### src/rtl/brick_storage.sv
// Brick wall status store: alive bits, brick index walker with screen
// coordinates, and a three-state read/delete handshake for the sprite FSM.
module brick_storage #(
    parameter int NUM_COLS = 10,
    parameter int NUM_ROWS = 6,
    parameter int BRICK_W  = 16,
    parameter int BRICK_H  = 5,
    parameter int X_OFFSET = 0,
    parameter int Y_OFFSET = 10
) (
    input  logic       clock,
    input  logic       reset_control,
    input  logic       brick_storage_reset,
    input  logic       brick_gen_reset,
    input  logic       brick_gen_enable,
    input  logic       check_status,
    input  logic       delete_brick,
    output logic [5:0] brick_count,
    output logic [7:0] brick_counter_x,
    output logic [6:0] brick_counter_y,
    output logic       got_brick,
    output logic       brick_alive,
    output logic [2:0] brick_colour,
    output logic [5:0] bricks_remaining,
    output logic       all_cleared
);

    localparam int         NB       = NUM_COLS * NUM_ROWS;
    localparam logic [5:0] NB6      = 6'(NB);
    localparam logic [5:0] LAST_COL = 6'(NUM_COLS - 1);
    localparam logic [7:0] X_BASE   = 8'(X_OFFSET);
    localparam logic [6:0] Y_BASE   = 7'(Y_OFFSET);

    typedef enum logic [1:0] {IDLE, FETCH, VALID} state_t;

    state_t        state_q, state_d;
    logic [NB-1:0] status_q, status_d;
    logic [5:0]    index_q, index_d;
    logic [5:0]    col_q, col_d;
    logic [2:0]    rmod_q, rmod_d;
    logic [7:0]    x_q, x_d;
    logic [6:0]    y_q, y_d;
    logic [5:0]    addr_q, addr_d;
    logic [2:0]    addr_rmod_q, addr_rmod_d;
    logic [5:0]    remaining_q, remaining_d;
    logic          alive_q, alive_d;
    logic [2:0]    colour_q, colour_d;
    logic          cleared_q, cleared_d;

    logic [63:0]   status_ext;
    logic [63:0]   clr_mask;
    logic          cur_bit;

    function automatic logic [2:0] row_colour(input logic [2:0] r);
        case (r)
            3'd0:    row_colour = 3'b100;
            3'd1:    row_colour = 3'b110;
            3'd2:    row_colour = 3'b010;
            3'd3:    row_colour = 3'b011;
            3'd4:    row_colour = 3'b001;
            3'd5:    row_colour = 3'b101;
            default: row_colour = 3'b000;
        endcase
    endfunction

    // Addresses at or past NB read as dead bricks via zero padding.
    assign status_ext = 64'(status_q);
    assign cur_bit    = status_ext[addr_q];
    assign clr_mask   = 64'd1 << addr_q;

    // Row is tracked modulo 6 alongside col so colour needs no divider.
    always_comb begin
        index_d = index_q;
        col_d   = col_q;
        rmod_d  = rmod_q;
        x_d     = x_q;
        y_d     = y_q;
        if (!brick_gen_reset) begin
            index_d = 6'd0;
            col_d   = 6'd0;
            rmod_d  = 3'd0;
            x_d     = X_BASE;
            y_d     = Y_BASE;
        end else if (brick_gen_enable && (index_q < NB6)) begin
            index_d = index_q + 6'd1;
            if (index_q != NB6 - 6'd1) begin
                if (col_q < LAST_COL) begin
                    col_d = col_q + 6'd1;
                    x_d   = x_q + 8'(BRICK_W);
                end else begin
                    col_d  = 6'd0;
                    x_d    = X_BASE;
                    y_d    = y_q + 7'(BRICK_H);
                    rmod_d = (rmod_q == 3'd5) ? 3'd0 : rmod_q + 3'd1;
                end
            end
        end
    end

    always_comb begin
        state_d     = state_q;
        addr_d      = addr_q;
        addr_rmod_d = addr_rmod_q;
        status_d    = status_q;
        remaining_d = remaining_q;
        alive_d     = alive_q;
        colour_d    = colour_q;
        cleared_d   = (remaining_q == 6'd0);
        case (state_q)
            IDLE: begin
                if (check_status) begin
                    state_d     = FETCH;
                    addr_d      = index_q;
                    addr_rmod_d = rmod_q;
                end
            end
            FETCH: begin
                state_d  = VALID;
                alive_d  = cur_bit;
                colour_d = (cur_bit && !delete_brick) ? row_colour(addr_rmod_q) : 3'b000;
                if (delete_brick && cur_bit) begin
                    status_d = status_q & ~clr_mask[NB-1:0];
                    if (remaining_q != 6'd0) begin
                        remaining_d = remaining_q - 6'd1;
                    end
                end
            end
            VALID: begin
                if (!check_status) begin
                    state_d = IDLE;
                end
            end
            default: state_d = IDLE;
        endcase
        if (!brick_storage_reset) begin
            state_d     = IDLE;
            status_d    = '1;
            remaining_d = NB6;
            cleared_d   = 1'b0;
            alive_d     = 1'b0;
            colour_d    = 3'b000;
        end
    end

    always_ff @(posedge clock or negedge reset_control) begin
        if (!reset_control) begin
            state_q <= IDLE;
        end else begin
            state_q <= state_d;
        end
    end

    always_ff @(posedge clock or negedge reset_control) begin
        if (!reset_control) begin
            status_q    <= '1;
            index_q     <= 6'd0;
            col_q       <= 6'd0;
            rmod_q      <= 3'd0;
            x_q         <= X_BASE;
            y_q         <= Y_BASE;
            addr_q      <= 6'd0;
            addr_rmod_q <= 3'd0;
            remaining_q <= NB6;
            alive_q     <= 1'b0;
            colour_q    <= 3'b000;
            cleared_q   <= 1'b0;
        end else begin
            status_q    <= status_d;
            index_q     <= index_d;
            col_q       <= col_d;
            rmod_q      <= rmod_d;
            x_q         <= x_d;
            y_q         <= y_d;
            addr_q      <= addr_d;
            addr_rmod_q <= addr_rmod_d;
            remaining_q <= remaining_d;
            alive_q     <= alive_d;
            colour_q    <= colour_d;
            cleared_q   <= cleared_d;
        end
    end

    assign brick_count      = index_q;
    assign brick_counter_x  = x_q;
    assign brick_counter_y  = y_q;
    assign got_brick        = (state_q == VALID);
    assign brick_alive      = alive_q;
    assign brick_colour     = colour_q;
    assign bricks_remaining = remaining_q;
    assign all_cleared      = cleared_q;

endmodule
### config.mk
export PLATFORM = sky130hd
export DESIGN_NAME = brick_storage
export DESIGN_NICKNAME = d
export VERILOG_FILES = /design/src/rtl/brick_storage.sv
export SDC_FILE = /design/constraint.sdc
export NUM_CORES = 1
export LEC_CHECK = 0
export CAP_MARGIN = 10
export CORE_UTILIZATION = 30
export DETAILED_ROUTE_END_ITERATION = 16
export REMOVE_ABC_BUFFERS = 1
export SYNTH_ARGS = -nofsm -noshare
export SYNTH_HDL_FRONTEND = slang
export SYNTH_SLANG_ARGS = --single-unit
### constraint.sdc
create_clock -name clock -period 2.7 [get_ports clock]
set_input_delay 0.27 -clock clock [delete_from_list [all_inputs] [get_ports clock]]
set_output_delay 0.27 -clock clock [all_outputs]
set_load 0.05 [all_outputs]
==> summary.txt <==
Hold_sp = brick_storage_reset
Arrival time at the worst endpoint = 2.68 ns
Final number of setup-violating endpoints = 0
Final Hold Fails = 0
Result of the run = finished clean
Hold/Removal Path Class = input pin to flip-flop
Iteration-0 DRC Markers = 222
Worst reg-to-reg setup slack = 0.26 ns
Number of max-slew violations in the final report = 0
Max Clock Freq = 410 MHz
Number of fillers in the final layout = 1685
Total congestion overflow after global routing = 0
Post-route total power = 0.00357 W
Final RePlAce weighted congestion = 0.816
Setup clock skew after layout = 0.00700 ns
Width of the chip = 137 um
Max incr delay on CP = 0.63 ns
Launch point of the worst reg-to-reg path = addr_q[1]$_DFFE_PN0P_
Die extent in y = 137 um
Combined buffer and inverter count along the critical path = 2
Clock net sink count = 108
Clock network latency to the later pin of the worst-skew pair = 0.35 ns
Avg Vias per Cell = 5.07
Launch point of the worst path = addr_q[1]$_DFFE_PN0P_
FF+latch count, synth = 108
Inserted Clock Buffers = 9
Post-layout worst setup margin = 0.261 ns
Endpoint type of the worst setup path = flip-flop
Top-Level Pins = 40
TritonCTS clock tree = built
Maximum number of pins on one net before global-route repair = 58
Depth of the worst register-to-register path = 8
Worst IR Drop VDD = 306 uV
Tightest slew margin relative to the limit = 0.522
Part of the Yosys area used for sequential elements = 0.513
Predominant post-synthesis flop cell = sky130_fd_sc_hd__dfstp_2
Setup fix buffers added after clock tree synthesis = 0
First-pass GRT wire length = 20.8 mm
All-layer global routing usage = 0.144
WL/cell = 16.0 um
Placeable core region = 17500 um2
Via Count = 3927
Cell class contributing the biggest share of worst-path delay = compound AO/OA/AOI/OAI gates
Post-Syn Area = 5430 um2
Required time of the critical path = 2.94 ns
Worst Tran Pin Value = 0.716 ns
Final period utilization = 0.903
RSZ-0062 raised after global routing = false
Number of cell rows = 48
Sequential cell area = 2790 um2
Multi-input logic area = 2420 um2
Pre-CTS setup slack = 0.148 ns
CTS HTree Levels = 3
Net count, final = 559
Critical Path Most Common Cell = sky130_fd_sc_hd__buf_4
Type of the worst setup path = flip-flop to flip-flop
Static Leakage = 2.34 nW
Period minus WS final = 2.44 ns
Synth Instances = 502
Min-Delay Endpoint = bricks_remaining[3]$_DFFE_PN1P_
Highest net fanout along the worst path = 13
Remaining design rule violation count = 0
Antenna violation net count after detailed routing = 0
Die footprint = 18700 um2
Critical register-to-register path endpoint = bricks_remaining[1]$_DFFE_PN0P_
EDFF count, synth = 0
Distinct cell type count after synthesis = 57
Post-synthesis average cell area = 10.8 um2
DR pass1 iterations = 5
Areal power density over the cells = 561 nW/um2
Worst-path cell chain = mux4_1, a2bb2oi_1, o2bb2ai_1, a211oi_2, buf_4, buf_4, nor3_1, o21a_1
Clock-pin slew of the registers on the worst-case setup and hold paths = 0.07 ns
Share of cells above drive strength 1 = 0.264
Reported max-cap violation count = 0
Slowest cell on the critical path = sky130_fd_sc_hd__mux4_1
WHS Path Cells = 2
Via count of the first global-routing pass = 3976
Routed wire length = 12.4 mm
Number of inserted diodes = 0
Clk buf depth = 2
Initial core utilization = 0.311
Clock tree root buffer cell = sky130_fd_sc_hd__clkbuf_16
Fraction of registers with async set or reset after synthesis = 1.00
Port Buffers = 35
Sort of element at the start of the critical path = flip-flop
Detailed Place HPWL = 8.64 mm
Area Overhead vs Synth = 17.1%
Initial antenna violation count = 0
Warning count from the yosys run = 0
[cell families after synthesis]
kind of cell             Yosys count  synth area share
AO/OA/AOI/OAI                    106             0.124
XOR/XNOR                           9            0.0145
adder cells (fa/ha/maj)            7            0.0161
buffers and inverters             43            0.0449
flip-flops                       108             0.513
multiplexers                      29            0.0896
other                              1          0.000690
AND/OR/NAND/NOR                  199             0.197
[cell type report]
type                       instances  share of cell area
clock buffer                       9              0.0354
clock inverter                     7             0.00826
inverter                          11             0.00649
multi-input combinational        354               0.381
sequential                       108               0.438
tap                              225              0.0442
timing repair buffer              61              0.0869
[routing by layer]
layer	routed length (um)	share of wire	GRT usage	vias up
met3	627	0.050	0.0452	21
li1	-	-	-	1845
met5	0	0	0	-
met4	282	0.023	0.0531	0
met2	5870	0.47	0.221	87
met1	5640	0.45	0.190	1974
[flip-flops by register name (all words and copies together) (netlist names)]
name,cells
state_q,2
brick_alive,1
brick_counter_x,4
rmod_q,3
brick_count,6
col_q,6
status_q,60
brick_colour,3
addr_q,6
all_cleared,1
brick_counter_y,7
bricks_remaining,6
addr_rmod_q,3
[worst max path at each step]
stage,to,depth (start not counted)
after floorplan,status_q[19]$_DFFE_PN1P_,6
after global placement,bricks_remaining[1]$_DFFE_PN0P_,8
after detailed placement,brick_colour[2]$_DFFE_PN0P_,8
after CTS,status_q[8]$_DFFE_PN1P_,8
after global routing,brick_colour[2]$_DFFE_PN0P_,7
final,bricks_remaining[1]$_DFFE_PN0P_,8
[power breakdown]
| part | internal (W) | switching, W | leakage (nW) | total [W] |
|---|---|---|---|---|
| sequential | 0.00169 | 0.0000715 | 1.26 | 0.00176 |
| combinational | 0.000217 | 0.000350 | 0.946 | 0.000567 |
| clock | 0.000631 | 0.000613 | 0.136 | 0.00124 |
[placed cells by master (no fill, tap or decap), drive strengths merged, types with 3 or more instances in the layout]
cell            n
xor2            5
nand2          44
clkinv          5
and2            5
nor4            4
clkdlybuf4s50  33
nor3           11
nand4           4
inv            12
mux2            8
nand3          11
o21a            4
nand3b          5
nand2b          6
o41ai           3
mux2i           7
buf            27
a32oi           5
nor2b          62
dfrtp          42
dfstp          66
nor2           33
clkbuf          9
o21ai          16
conb            4
xnor2           4
ha              7
a21oi          58
o31ai           5
mux4           14
[cell usage after synthesis, types with 3 or more instances]
cell,n,area [um2]
sky130_fd_sc_hd__nor2_1,33,124
sky130_fd_sc_hd__nand2b_1,6,37.5
sky130_fd_sc_hd__ha_1,7,87.6
sky130_fd_sc_hd__inv_1,11,41.3
sky130_fd_sc_hd__nor3_1,9,45.0
sky130_fd_sc_hd__nor4_1,4,25.0
sky130_fd_sc_hd__mux2i_1,7,70.1
sky130_fd_sc_hd__o21ai_0,16,80.1
sky130_fd_sc_hd__o31ai_1,5,37.5
sky130_fd_sc_hd__clkbuf_1,16,60.1
sky130_fd_sc_hd__a21oi_1,48,240
sky130_fd_sc_hd__and2_1,5,31.3
sky130_fd_sc_hd__o21a_1,4,30.0
sky130_fd_sc_hd__buf_6,6,67.6
sky130_fd_sc_hd__buf_2,3,15.0
sky130_fd_sc_hd__nand2_1,44,165
sky130_fd_sc_hd__xor2_1,5,43.8
sky130_fd_sc_hd__mux2_2,8,90.1
sky130_fd_sc_hd__mux4_1,3,78.8
sky130_fd_sc_hd__dfrtp_1,42,1050
sky130_fd_sc_hd__a21oi_2,10,87.6
sky130_fd_sc_hd__dfstp_2,66,1730
sky130_fd_sc_hd__xnor2_1,4,35.0
sky130_fd_sc_hd__nand3_1,11,55.1
sky130_fd_sc_hd__o41ai_1,3,26.3
sky130_fd_sc_hd__a32oi_1,5,43.8
sky130_fd_sc_hd__nor2b_1,62,388
sky130_fd_sc_hd__mux4_2,11,248
sky130_fd_sc_hd__nand3b_1,5,37.5
sky130_fd_sc_hd__nand4_1,4,25.0
sky130_fd_sc_hd__buf_4,6,45.0
[metrics by stage]
stage	hold slack [ns]	instance area (um2)	utilization	std cells	setup TNS (ns)
4_1_cts	0.329	6350	0.364	775	0
2_1_floorplan	-0.0256	5240	-	473	-25.67
6_report	0.334	6360	0.364	775	0
3_3_place_gp	0.362	6070	0.347	758	0
5_1_grt	0.334	6360	0.364	775	0
3_5_place_dp	0.368	6070	0.347	758	0
[what timing repair did]
action | in CTS | in global routing
endpoints found under the hold margin | 10 | 0
hold buffers | 1 | 0
gates resized for setup | 0 | 2
setup endpoints to repair | 0 | 12
Power figures use the tool's default switching activity.
